--- config.mk ---
export PLATFORM = sky130hd
export DESIGN_NAME = vend_arbiter_flat
export DESIGN_NICKNAME = d
export VERILOG_FILES = /design/src/rtl/vend_arbiter_if.sv /design/src/rtl/vend_arbiter.sv /design/src/flat_wrapper.sv
export SDC_FILE = /design/constraint.sdc
export NUM_CORES = 1
export LEC_CHECK = 0
export CAP_MARGIN = 30
export CORE_ASPECT_RATIO = 1.4
export CORE_MARGIN = 2
export CORE_UTILIZATION = 53
export DETAILED_ROUTE_END_ITERATION = 6
export PLACE_DENSITY = 0.92
export SYNTH_ARGS = -nofsm -noshare
export SYNTH_HDL_FRONTEND = slang
export SYNTH_SLANG_ARGS = --single-unit
--- constraint.sdc ---
create_clock -name clk -period 3.3 [get_ports clk]
set_input_delay 0.33 -clock clk [delete_from_list [all_inputs] [get_ports clk]]
set_output_delay 0.33 -clock clk [all_outputs]
set_load 0.005 [all_outputs]
--- src/rtl/vend_arbiter_if.sv ---
// Bus bundle between the two coin panels, the shared dispenser, the change
// ejector and the vending arbiter. The arbiter takes the master modport; the
// environment (panels, dispenser, ejector) takes the slave modport.
interface vend_arbiter_if;
    logic [1:0] coin_a;
    logic [1:0] coin_b;
    logic       cancel_a;
    logic       cancel_b;
    logic       disp_req;
    logic       disp_sel;
    logic       disp_ack;
    logic       chg_req;
    logic       chg_ack;
    logic [3:0] credit_a;
    logic [3:0] credit_b;
    logic       reject_a;
    logic       reject_b;
    logic       fault;

    modport master (
        input  coin_a, coin_b, cancel_a, cancel_b, disp_ack, chg_ack,
        output disp_req, disp_sel, chg_req, credit_a, credit_b,
               reject_a, reject_b, fault
    );

    modport slave (
        output coin_a, coin_b, cancel_a, cancel_b, disp_ack, chg_ack,
        input  disp_req, disp_sel, chg_req, credit_a, credit_b,
               reject_a, reject_b, fault
    );
endinterface

--- src/rtl/vend_arbiter.sv ---
// Two-panel vending arbiter: collects coins per panel, arbitrates one shared
// dispenser and change ejector between panels A (0) and B (1) with a
// last-served pointer, and refunds change or cancelled credit coin by coin.
// Optional dispense watchdog: define VEND_TIMEOUT_EN to enable it; without it
// the dispense state waits for disp_ack forever and fault is tied low.
module vend_arbiter #(
    parameter int unsigned PRICE      = 4,
    parameter int unsigned MAX_CREDIT = 7,
    parameter int unsigned TIMEOUT    = 64
) (
    input  logic           clk,
    input  logic           rst,
    vend_arbiter_if.master bus
);

    typedef enum logic [1:0] {
        IDLE = 2'd0,
        DISP = 2'd1,
        CHG  = 2'd2,
        DONE = 2'd3
    } state_t;

    state_t     state_reg, state_next;
    logic       sel_reg, sel_next;      // panel being served, drives disp_sel
    logic       last_reg, last_next;    // panel served most recently
    logic       grant;
    logic [3:0] credit_reg  [2];
    logic [3:0] credit_next [2];
    logic       reject_reg  [2];
    logic       reject_next [2];

    logic [1:0] coin       [2];
    logic       cancel     [2];
    logic [4:0] coin_val   [2];
    logic [4:0] sum        [2];
    logic       serving    [2];
    logic       accept     [2];
    logic       pend       [2];
    logic [3:0] credit_add [2];

    assign coin[0]   = bus.coin_a;
    assign coin[1]   = bus.coin_b;
    assign cancel[0] = bus.cancel_a;
    assign cancel[1] = bus.cancel_b;

    // Per-panel coin acceptance and pending detection
    genvar gi;
    generate
        for (gi = 0; gi < 2; gi++) begin : g_panel
            assign coin_val[gi]   = (coin[gi] == 2'b01) ? 5'd1 :
                                    ((coin[gi] == 2'b10) ? 5'd2 : 5'd0);
            assign serving[gi]    = (state_reg != IDLE) && (sel_reg == 1'(gi));
            assign sum[gi]        = {1'b0, credit_reg[gi]} + coin_val[gi];
            // A refused coin leaves credit untouched and pulses reject
            assign accept[gi]     = (coin_val[gi] != 5'd0) && !serving[gi] &&
                                    !cancel[gi] && (sum[gi] <= 5'(MAX_CREDIT));
            assign reject_next[gi] = (coin_val[gi] != 5'd0) && !accept[gi];
            assign credit_add[gi] = accept[gi] ? sum[gi][3:0] : credit_reg[gi];
            // Cancel only counts when there is something to refund
            assign pend[gi]       = (credit_reg[gi] >= 4'(PRICE)) ||
                                    (cancel[gi] && (credit_reg[gi] != 4'd0));
        end
    endgenerate

`ifdef VEND_TIMEOUT_EN
    localparam int unsigned TW = $clog2(TIMEOUT + 1);
    logic [TW-1:0] timer_reg, timer_next;
    logic          fault_reg, fault_next;
`else
    logic [31:0] timeout_unused;
    assign timeout_unused = 32'(TIMEOUT);
`endif

    // Next-state, served-panel credit and pointer logic
    always_comb begin
        state_next     = state_reg;
        sel_next       = sel_reg;
        last_next      = last_reg;
        grant          = 1'b0;
        credit_next[0] = credit_add[0];
        credit_next[1] = credit_add[1];
`ifdef VEND_TIMEOUT_EN
        timer_next     = '0;
        fault_next     = 1'b0;
`endif
        case (state_reg)
            IDLE: begin
                if (pend[0] || pend[1]) begin
                    // On a tie the panel not served last wins
                    grant    = (pend[0] && pend[1]) ? ~last_reg : pend[1];
                    sel_next = grant;
                    if ((credit_reg[grant] >= 4'(PRICE)) && !cancel[grant])
                        state_next = DISP;
                    else
                        state_next = CHG;
                end
            end
            DISP: begin
                if (bus.disp_ack) begin
                    credit_next[sel_reg] = credit_reg[sel_reg] - 4'(PRICE);
                    state_next = (credit_reg[sel_reg] == 4'(PRICE)) ? DONE : CHG;
                end
`ifdef VEND_TIMEOUT_EN
                else if (timer_reg == TW'(TIMEOUT - 1)) begin
                    // Dispenser stuck: keep the credit and refund all of it
                    fault_next = 1'b1;
                    state_next = CHG;
                end else begin
                    timer_next = timer_reg + TW'(1);
                end
`endif
            end
            CHG: begin
                if (credit_reg[sel_reg] == 4'd0) begin
                    state_next = DONE;
                end else if (bus.chg_ack) begin
                    credit_next[sel_reg] = credit_reg[sel_reg] - 4'd1;
                    if (credit_reg[sel_reg] == 4'd1)
                        state_next = DONE;
                end
            end
            DONE: begin
                last_next  = sel_reg;
                state_next = IDLE;
            end
            default: state_next = IDLE;
        endcase
    end

    // FSM, selection and pointer registers
    always_ff @(posedge clk or negedge rst) begin
        if (!rst) begin
            state_reg <= IDLE;
            sel_reg   <= 1'b0;
            last_reg  <= 1'b1;
        end else begin
            state_reg <= state_next;
            sel_reg   <= sel_next;
            last_reg  <= last_next;
        end
    end

    // Panel credit and reject pulse registers; reset discards all credit
    always_ff @(posedge clk or negedge rst) begin
        if (!rst) begin
            credit_reg[0] <= 4'd0;
            credit_reg[1] <= 4'd0;
            reject_reg[0] <= 1'b0;
            reject_reg[1] <= 1'b0;
        end else begin
            credit_reg[0] <= credit_next[0];
            credit_reg[1] <= credit_next[1];
            reject_reg[0] <= reject_next[0];
            reject_reg[1] <= reject_next[1];
        end
    end

`ifdef VEND_TIMEOUT_EN
    // Dispense watchdog counter and fault pulse
    always_ff @(posedge clk or negedge rst) begin
        if (!rst) begin
            timer_reg <= '0;
            fault_reg <= 1'b0;
        end else begin
            timer_reg <= timer_next;
            fault_reg <= fault_next;
        end
    end

    assign bus.fault = fault_reg;
`else
    assign bus.fault = 1'b0;
`endif

    assign bus.disp_req = (state_reg == DISP);
    assign bus.chg_req  = (state_reg == CHG) && (credit_reg[sel_reg] != 4'd0);
    assign bus.disp_sel = sel_reg;
    assign bus.credit_a = credit_reg[0];
    assign bus.credit_b = credit_reg[1];
    assign bus.reject_a = reject_reg[0];
    assign bus.reject_b = reject_reg[1];

endmodule
--- src/flat_wrapper.sv ---
// flat-port wrapper written by rule: the top's interface ports become plain ports
module vend_arbiter_flat 
#(
    parameter int unsigned PRICE      = 4,
    parameter int unsigned MAX_CREDIT = 7,
    parameter int unsigned TIMEOUT    = 64
)
  (clk, rst, bus_coin_a, bus_coin_b, bus_cancel_a, bus_cancel_b, bus_disp_ack, bus_chg_ack, bus_disp_req, bus_disp_sel, bus_chg_req, bus_credit_a, bus_credit_b, bus_reject_a, bus_reject_b, bus_fault);
  vend_arbiter_if bus_i ();
  input  logic clk;
  input  logic rst;
  input wire logic [$bits(bus_i.coin_a)-1:0] bus_coin_a;
  input wire logic [$bits(bus_i.coin_b)-1:0] bus_coin_b;
  input wire logic [$bits(bus_i.cancel_a)-1:0] bus_cancel_a;
  input wire logic [$bits(bus_i.cancel_b)-1:0] bus_cancel_b;
  input wire logic [$bits(bus_i.disp_ack)-1:0] bus_disp_ack;
  input wire logic [$bits(bus_i.chg_ack)-1:0] bus_chg_ack;
  output wire logic [$bits(bus_i.disp_req)-1:0] bus_disp_req;
  output wire logic [$bits(bus_i.disp_sel)-1:0] bus_disp_sel;
  output wire logic [$bits(bus_i.chg_req)-1:0] bus_chg_req;
  output wire logic [$bits(bus_i.credit_a)-1:0] bus_credit_a;
  output wire logic [$bits(bus_i.credit_b)-1:0] bus_credit_b;
  output wire logic [$bits(bus_i.reject_a)-1:0] bus_reject_a;
  output wire logic [$bits(bus_i.reject_b)-1:0] bus_reject_b;
  output wire logic [$bits(bus_i.fault)-1:0] bus_fault;
  assign bus_i.coin_a = bus_coin_a;
  assign bus_i.coin_b = bus_coin_b;
  assign bus_i.cancel_a = bus_cancel_a;
  assign bus_i.cancel_b = bus_cancel_b;
  assign bus_i.disp_ack = bus_disp_ack;
  assign bus_i.chg_ack = bus_chg_ack;
  assign bus_disp_req = bus_i.disp_req;
  assign bus_disp_sel = bus_i.disp_sel;
  assign bus_chg_req = bus_i.chg_req;
  assign bus_credit_a = bus_i.credit_a;
  assign bus_credit_b = bus_i.credit_b;
  assign bus_reject_a = bus_i.reject_a;
  assign bus_reject_b = bus_i.reject_b;
  assign bus_fault = bus_i.fault;
  vend_arbiter #(.PRICE(PRICE), .MAX_CREDIT(MAX_CREDIT), .TIMEOUT(TIMEOUT)) u_core (.clk(clk), .rst(rst), .bus(bus_i));
endmodule
After elaboration in Yosys (flattened, before gate mapping)
Cells that the tools add are included.
Cells by class
  add/sub/neg operators: 4
  magnitude comparators: 8
  equality and inequality tests: 13
  muxes and demuxes: 32
  bitwise gates (word level): 4
  reductions and logical operators: 36
Operator list (count)
  two-way mux 4 bit: 9
  two-way mux 8 bit: 3
  bitwise mux 8 bit: 2
  logical AND 1 bit: 16
  two-way mux 2 bit: 8
  one-hot mux 8 bit (2 select lines): 1
  greater-or-equal comparator 4 x 3 -> 1 bit, second input constant: 3
  nonzero test 4 bit: 3
  adder 4 x 5 -> 5 bit: 2
  less-or-equal comparator 5 x 3 -> 1 bit, second input constant: 2
  two-way mux 5 bit: 2
  nonzero test 5 bit: 2
  == test 2 bit, second input constant: 4
  one-hot mux 2 bit (4 select lines): 1
  zero test 1 bit: 7
  == test 2 x 1 -> 1 bit, second input constant: 3
  two-way mux 1 bit: 5
  demux 4 bit (select 1 bit): 1
  == test 4 x 1 -> 1 bit, second input constant: 1
  == test 4 x 3 -> 1 bit, second input constant: 1
  greater-or-equal comparator 2 bit, second input constant: 2
  zero test 4 bit: 1
  NOT 1 -> 2 bit: 2
  AND reduction 4 bit: 1
  other kinds (12): 15
Storage, ports and cells
  register bits: 14
  input bits: 10
  output and inout bits: 14
  logic and storage cells: 104

Logic depth before layout (Yosys ltp)
Gate-level depths: netlist of the first run.
  depth after elaboration: 14
  mapped depth: 11
  depth with buffers taken out: 9

Least setup slack after synthesis of the first run
No wires, ideal clock.
  path kind: register to register
  from: register u_core.sel_reg (netlist: u_core.bus.disp_sel)
  to: register u_core.credit_reg, in the netlist u_core.bus.credit_b[3]
  library setup time: 0.120 ns
  arrival: 2.357 ns
  required time: 3.180 ns
  setup slack: 0.823 ns
  cell stages (with the launch flop): 12
  path buffers: 2
  clock period less this slack: 2.477 ns
  path through: dfrtp_1 > clkbuf_1 > buf_1 > nand2_1 > o21ai_0 > inv_1 > ha_1 > nand2_1 > a31oi_1 > or2_2 > and3_1 > a31o_2
RTL lines
  from (decl): line vend_arbiter.sv:24  | logic sel_reg, sel_next;
  from (signal assigned): line vend_arbiter.sv:138  | sel_reg <= sel_next;
  to (decl): line vend_arbiter.sv:27  | logic [3:0] credit_reg [2];

Worst setup path after layout of the first run
  from: register u_core.sel_reg (netlist: u_core.bus.disp_sel)
  to: output bus_chg_req
Between the ends
  word-level cells in the longest chain between the ends: 6
RTL lines
  NOT 1 -> 2 bit (not written as such): line vend_arbiter.sv:176  | assign bus.chg_req = (state_reg == CHG) && (credit_reg[sel_reg] != 4'd0);
  two-way mux 4 bit (not written as such) (3 in series): line vend_arbiter.sv:176
  nonzero test 4 bit: line vend_arbiter.sv:176
  logical AND 1 bit: line vend_arbiter.sv:176
  to (decl): line flat_wrapper.sv:20  | output wire logic [$bits(bus_i.chg_req)-1:0] bus_chg_req;
No other way between the ends. The select of a mux whose other input is x is not followed.

==> results of run 1 <==
## cells in the mapped netlist, drive strengths merged (2+ instances only)
master / n / area [um^2]
inv: 17 / 63.81
ha: 16 / 200.2
a21oi: 13 / 65.06
dfrtp: 13 / 325.3
o21ai: 13 / 65.06
nand2: 11 / 41.29
nor2: 10 / 37.54
nand3: 7 / 35.03
a211oi: 5 / 37.54
clkbuf: 5 / 20.01
mux2i: 4 / 40.04
a31oi: 3 / 18.77
mux2: 3 / 33.78
nand3b: 3 / 22.52
nand4: 3 / 18.77
nor2b: 3 / 18.77
nor3: 3 / 15.01
o22ai: 3 / 18.77
a22o: 2 / 17.52
a2bb2oi: 2 / 17.52
a31o: 2 / 17.52
and3: 2 / 12.51
and3b: 2 / 17.52
buf: 2 / 11.26
fa: 2 / 40.04
nand2b: 2 / 12.51
or2: 2 / 12.51
## routing by layer
metal  part of all wire, %  GRT usage (%)  up-vias
li1                      -              -      643
met1                    37          29.40      636
met2                    52          42.12       68
met3                   5.7          5.571       21
met4                   4.6          13.54        0
met5                     0              0        -
## power by group
part / switching [mW] / internal, mW
Combinational: 0.531 / 0.476
Clock: 0.0606 / 0.0471
Sequential: 0.141 / 0.244
Total: 0.733 / 0.767
## final timing paths
check                                     from                      to  cells past startpoint
hold / removal                             rst  u_core.bus.credit_a[3]                      1
hold reg to reg            u_core.state_reg[1]     u_core.state_reg[1]                      1
max in group asynchronous                  rst  u_core.bus.credit_b[0]                      1
min in group clk           u_core.state_reg[1]     u_core.state_reg[1]                      1
setup reg to reg           u_core.bus.disp_sel  u_core.bus.credit_b[3]                      9
setup / recovery           u_core.bus.disp_sel             bus_chg_req                      7
## layout make-up
| cell class | count | area (um^2) | share of cell area [%] |
|---|---|---|---|
| Clock buffer | 4 | 26.28 | 1.602 |
| Inverter | 17 | 63.81 | 3.890 |
| Tap cell | 34 | 42.54 | 2.593 |
| Timing Repair Buffer | 22 | 220.2 | 13.42 |
| Multi-Input combinational cell | 130 | 935.9 | 57.06 |
| Sequential cell | 14 | 351.6 | 21.43 |
## logic make-up (layout without fill, tap and decap cells)
family,count (synthesis),count (layout),share of synthesized area (%)
AND/OR/NAND/NOR,53,53,20.54
other,1,1,0.2712
adder cells (fa/ha/maj),18,18,17.38
AO/OA/AOI/OAI,50,50,23.53
multiplexers,7,7,5.339
buffers and inverters,24,43,6.877
XOR/XNOR,1,1,0.6336
flip-flops,14,14,25.43
## through the flow
step | area, um^2 | hold slack (ns)
after floorplan | 1383 | 0.03441
after global routing | 1640 | 0.4696
after global placement | 1614 | 0.5512
after CTS | 1640 | 0.4539
final | 1640 | 0.4294
after detailed placement | 1614 | 0.5811
==> flow_metrics.py, run 1 <==
metrics = {
    "status": {
        "outcome": "complete, no violations",
    },
    "clock_tree": {
        "path_clk_slew_ns": 0.09,
        "cts_max_path_buffers": 2,
        "htree_levels": 1,
        "cts_root_buffer": "clkbuf_4",
        "cts_setup_buffers": 0,
        "post_cts_resized": 0,
        "cts.sinks": 14,
        "cts_buffers": 3,
        "hold_buffers": 0,
        "clock_latency_ns": 0.29,
        "cts_tree": "yes",
    },
    "min_path": {
        "hold_path_class": "input port to asynchronous set/reset pin",
    },
    "place": {
        "routabilityCongestion": 0.8828,
        "dp.cells": 217,
        "io_buffers": 22,
        "place_ws_ns": 0.3547,
        "dp_hpwl_mm": 2.671,
    },
    "global_route": {
        "grt_pass1_wl_mm": 5.720,
        "grt_pass1_vias": 1317,
        "grt_max_degree": 22,
        "antenna_found_initial": 0,
        "grt.overflow.total": 0,
        "grt_use_total_pct": 25.60,
    },
    "synth": {
        "async_flop_share_pct": 100.0,
        "ys_seq_area_share_pct": 25.43,
        "syn_area_mm2": 0.001383,
        "synth_edf_count": 0,
        "syn_area_per_cell_um2": 8.230,
        "synthCells": 168,
        "ys_seq_elements": 14,
        "synthFlopType": "dfrtp_1",
        "syn_nets": 196,
        "synth.distinct_cells": 46,
        "yosys_warnings": 0,
    },
    "die": {
        "start_util_pct": 56.58,
        "die_area_mm2": 0.003039,
        "rows": 21,
        "io_pins": 24,
        "fp.dieW_um": 47.17,
        "core_area_mm2": 0.002444,
        "die_h_um": 64.43,
    },
    "sta": {
        "max_slew_margin_pct": 55.61,
        "max_freq_mhz": 356.9,
        "fin_skew_ns": 0.008527,
        "fin_crit_sh_pct": 84.92,
        "drv_slew": 0,
        "worst_slack_ns": 0.4978,
        "finalHoldViolCount": 0,
        "fin_crit_ns": 2.802,
        "setup_tns_ns": 0,
        "rsz0062_at_grt": "no",
        "setup-violations-final": 0,
        "worst_pin_slew_ns": 0.6658,
    },
    "setup_path": {
        "start_kind": "register",
        "crit_path_max_incr_delay_ns": 0.78,
        "rrSetupSlack_ns": 0.70,
        "cp_slowest_cell": "dfrtp_1",
        "worstPathArrival_ns": 2.47,
        "required_ns": 2.97,
        "cpLargestDelayFamily": "flip-flops",
        "crit_chain": "nand2_1, o21ai_0, inv_1, ha_1, nand2_1, and2_1, clkdlybuf4s50_1",
        "critPathKind": "register to output pin",
        "crit_path_max_fanout": 21,
        "path_common_cell": "nand2_1",
        "end_kind": "output pin",
        "critPathBufInv": 2,
    },
    "cells_and_area": {
        "antennaDiodeCount": 0,
        "synthToLayoutAreaGrowth_pct": 18.64,
        "layout_commonest_cell": "clkdlybuf4s50_1",
        "fill_cells": 205,
        "final_net_count": 216,
        "final_cell_mix": "22 x clkdlybuf4s50_1, 16 x inv_1, 16 x ha_1",
        "instances_no_fill": 221,
        "final_util_pct": 67.13,
        "drive_above_1_share_pct": 6.952,
    },
    "drt": {
        "vias": 1368,
        "drc": 0,
        "dr.pass1.iters": 5,
        "routed_wl_mm": 3.466,
        "drt_iter0_markers": 64,
        "post_drt_wl_per_cell_um": 15.68,
        "avgViaCountPerCell": 6.190,
        "ant_nets": 0,
    },
    "job": {
        "max_cap_violations": 0,
    },
    "pwr": {
        "peakVddDrop_mv": 0.5230,
        "p_total_mw": 1.499,
        "power.leakage_nw": 0.7420,
        "p_per_area_mw_per_mm2": 914.1,
    },
}
No activity file was read; power rests on OpenSTA's default activity.
==> inputs of run 2 (changes only) <==
clock period = 2.7 ns   (was 3.3 ns; I/O delays follow)
==> flow_metrics.py, run 2 (synthesized netlist as in run 1, its figures left out) <==
metrics = {
    "pwr": {
        "p_per_area_mw_per_mm2": 1131,
        "power.leakage_nw": 0.7730,
        "p_total_mw": 1.910,
        "peakVddDrop_mv": 0.6329,
    },
    "sta": {
        "drv_slew": 0,
        "max_freq_mhz": 390.5,
        "finalHoldViolCount": 0,
        "whs_ns": 0.3861,
        "max_slew_margin_pct": 55.29,
        "fin_skew_ns": 0.002898,
        "setup-violations-final": 0,
        "setup_tns_ns": 0,
        "fin_crit_ns": 2.561,
        "fin_crit_sh_pct": 94.85,
        "worst_pin_slew_ns": 0.6686,
        "rsz0062_at_grt": "no",
    },
    "global_route": {
        "grt.overflow.total": 0,
        "antenna_found_initial": 0,
        "grt_pass1_vias": 1417,
        "grt_max_degree": 18,
        "grt_pass1_wl_mm": 5.940,
        "grt_use_total_pct": 26.08,
    },
    "cells_and_area": {
        "antennaDiodeCount": 0,
        "layout_commonest_cell": "clkdlybuf4s50_1",
        "synthToLayoutAreaGrowth_pct": 22.17,
        "instances_no_fill": 226,
        "drive_above_1_share_pct": 10.42,
        "fin_area_mm2": 0.001689,
        "final_net_count": 221,
        "final_cell_mix": "22 x clkdlybuf4s50_1, 16 x inv_1, 16 x ha_1, 13 x a21oi_1",
    },
    "drt": {
        "vias": 1381,
        "post_drt_wl_per_cell_um": 15.84,
        "ant_nets": 0,
        "drc": 0,
        "avgViaCountPerCell": 6.111,
        "routed_wl_mm": 3.579,
        "drt_iter0_markers": 80,
        "dr.pass1.iters": 6,
    },
    "place": {
        "dp_hpwl_mm": 2.802,
        "io_buffers": 22,
        "routabilityCongestion": 0.8854,
        "place_area_mm2": 0.001652,
        "dp.cells": 222,
    },
    "setup_path": {
        "rr_startpoint": "u_core.bus.credit_a[2]",
        "crit_path_max_incr_delay_ns": 0.57,
        "worstPathArrival_ns": 2.29,
        "critPathKind": "register to output pin",
        "crit_path_max_fanout": 17,
        "start_kind": "register",
        "required_ns": 2.43,
        "cp_slowest_cell": "dfrtp_2",
        "ff2ff_path_depth": 9,
        "end_kind": "output pin",
        "rrSetupSlack_ns": 0.33,
        "crit_chain": "mux2i_1, ha_1, nand2_1, and2_1, clkdlybuf4s50_1",
        "worstReg2RegEnd": "u_core.bus.credit_b[3]",
    },
    "clock_tree": {
        "clock_latency_ns": 0.29,
        "cts_max_path_buffers": 2,
        "hold_buffers": 0,
        "htree_levels": 1,
        "cts_root_buffer": "clkbuf_4",
        "cts_buffers": 3,
        "path_clk_slew_ns": 0.09,
        "cts_tree": "yes",
        "cts.sinks": 14,
    },
    "die": {
        "io_pins": 24,
        "rows": 21,
        "fp.dieW_um": 47.17,
        "die_area_mm2": 0.003039,
        "die_h_um": 64.43,
        "start_util_pct": 56.58,
        "core_area_mm2": 0.002444,
    },
    "status": {
        "outcome": "complete, no violations",
    },
    "job": {
        "max_cap_violations": 0,
    },
    "min_path": {
        "hold_path_class": "input port to asynchronous set/reset pin",
    },
}
==> run 2: cell count changes in the layout (fill, tap and decap cells not counted) <==
cell	change
o21ai_0	-1
clkbuf_8	+1
clkbuf_1	-1
dfrtp_1	-1
dfrtp_2	+1
buf_4	+5
o21ai_1	+1
==> run 2: routing by layer <==
| layer | part of all wire (%) | GRT usage, % |
|---|---|---|
| met4 | 4.7 | 14.93 |
| met2 | 51 | 44.01 |
| met5 | 0 | 0 |
| met3 | 6.2 | 3.900 |
| met1 | 38 | 29.40 |
==> run 2: how the worst max path moves through the flow <==
stage / from / end / depth (start not counted)
2_1_floorplan: u_core.bus.disp_sel / u_core.bus.credit_b[3] / 11
3_3_place_gp: bus_coin_a[1] / u_core.bus.credit_a[3] / 9
3_5_place_dp: bus_coin_a[1] / u_core.bus.credit_a[0] / 10
4_1_cts: u_core.bus.disp_sel / bus_chg_req / 5
5_1_grt: u_core.bus.disp_sel / bus_chg_req / 7
6_report: u_core.bus.disp_sel / bus_chg_req / 5
==> run 2: report_power, final <==
group | internal (mW) | switching [mW]
clock | 0.0821 | 0.0744
combinational | 0.612 | 0.697
sequential | 0.300 | 0.145
==> run 2: stage by stage <==
| step | setup slack [ns] | utilization (%) |
|---|---|---|
| floorplan | 0.2227 | - |
| global placement | -0.01048 | 67.59 |
| detailed placement | -0.1481 | 67.59 |
| CTS | 0.02207 | 69.07 |
| global route | 0.01979 | 69.12 |
| finish | 0.1389 | 69.12 |
==> run 2: layout make-up <==
type	instances	area (um^2)
Multi-Input combinational cell	130	935.9
Fill cell	192	754.5
Sequential cell	14	352.8
Timing Repair Buffer	27	257.7
Inverter	17	63.81
Tap cell	34	42.54
Clock buffer	4	36.28
==> run 2: what timing repair did <==
| item | CTS | global route |
|---|---|---|
| gates resized for setup | 0 | 2 |
| setup endpoints to repair | 0 | 2 |
| buffers inserted | 0 | 0 |
==> run 2: critical path, delay by kind of cell, from the launching register on <==
family,cells,cell delay (ns)
buf+inv,1,0.44
fa+ha+maj,1,0.32
flops,1,0.57
mux,1,0.32
simple gates,2,0.36
==> inputs of run 3 (changes only) <==
TNS_END_PERCENT = 1   (was unset)
==> results of run 3 <==
No change in the layout: final DEF, timing and power equal those of run 2.
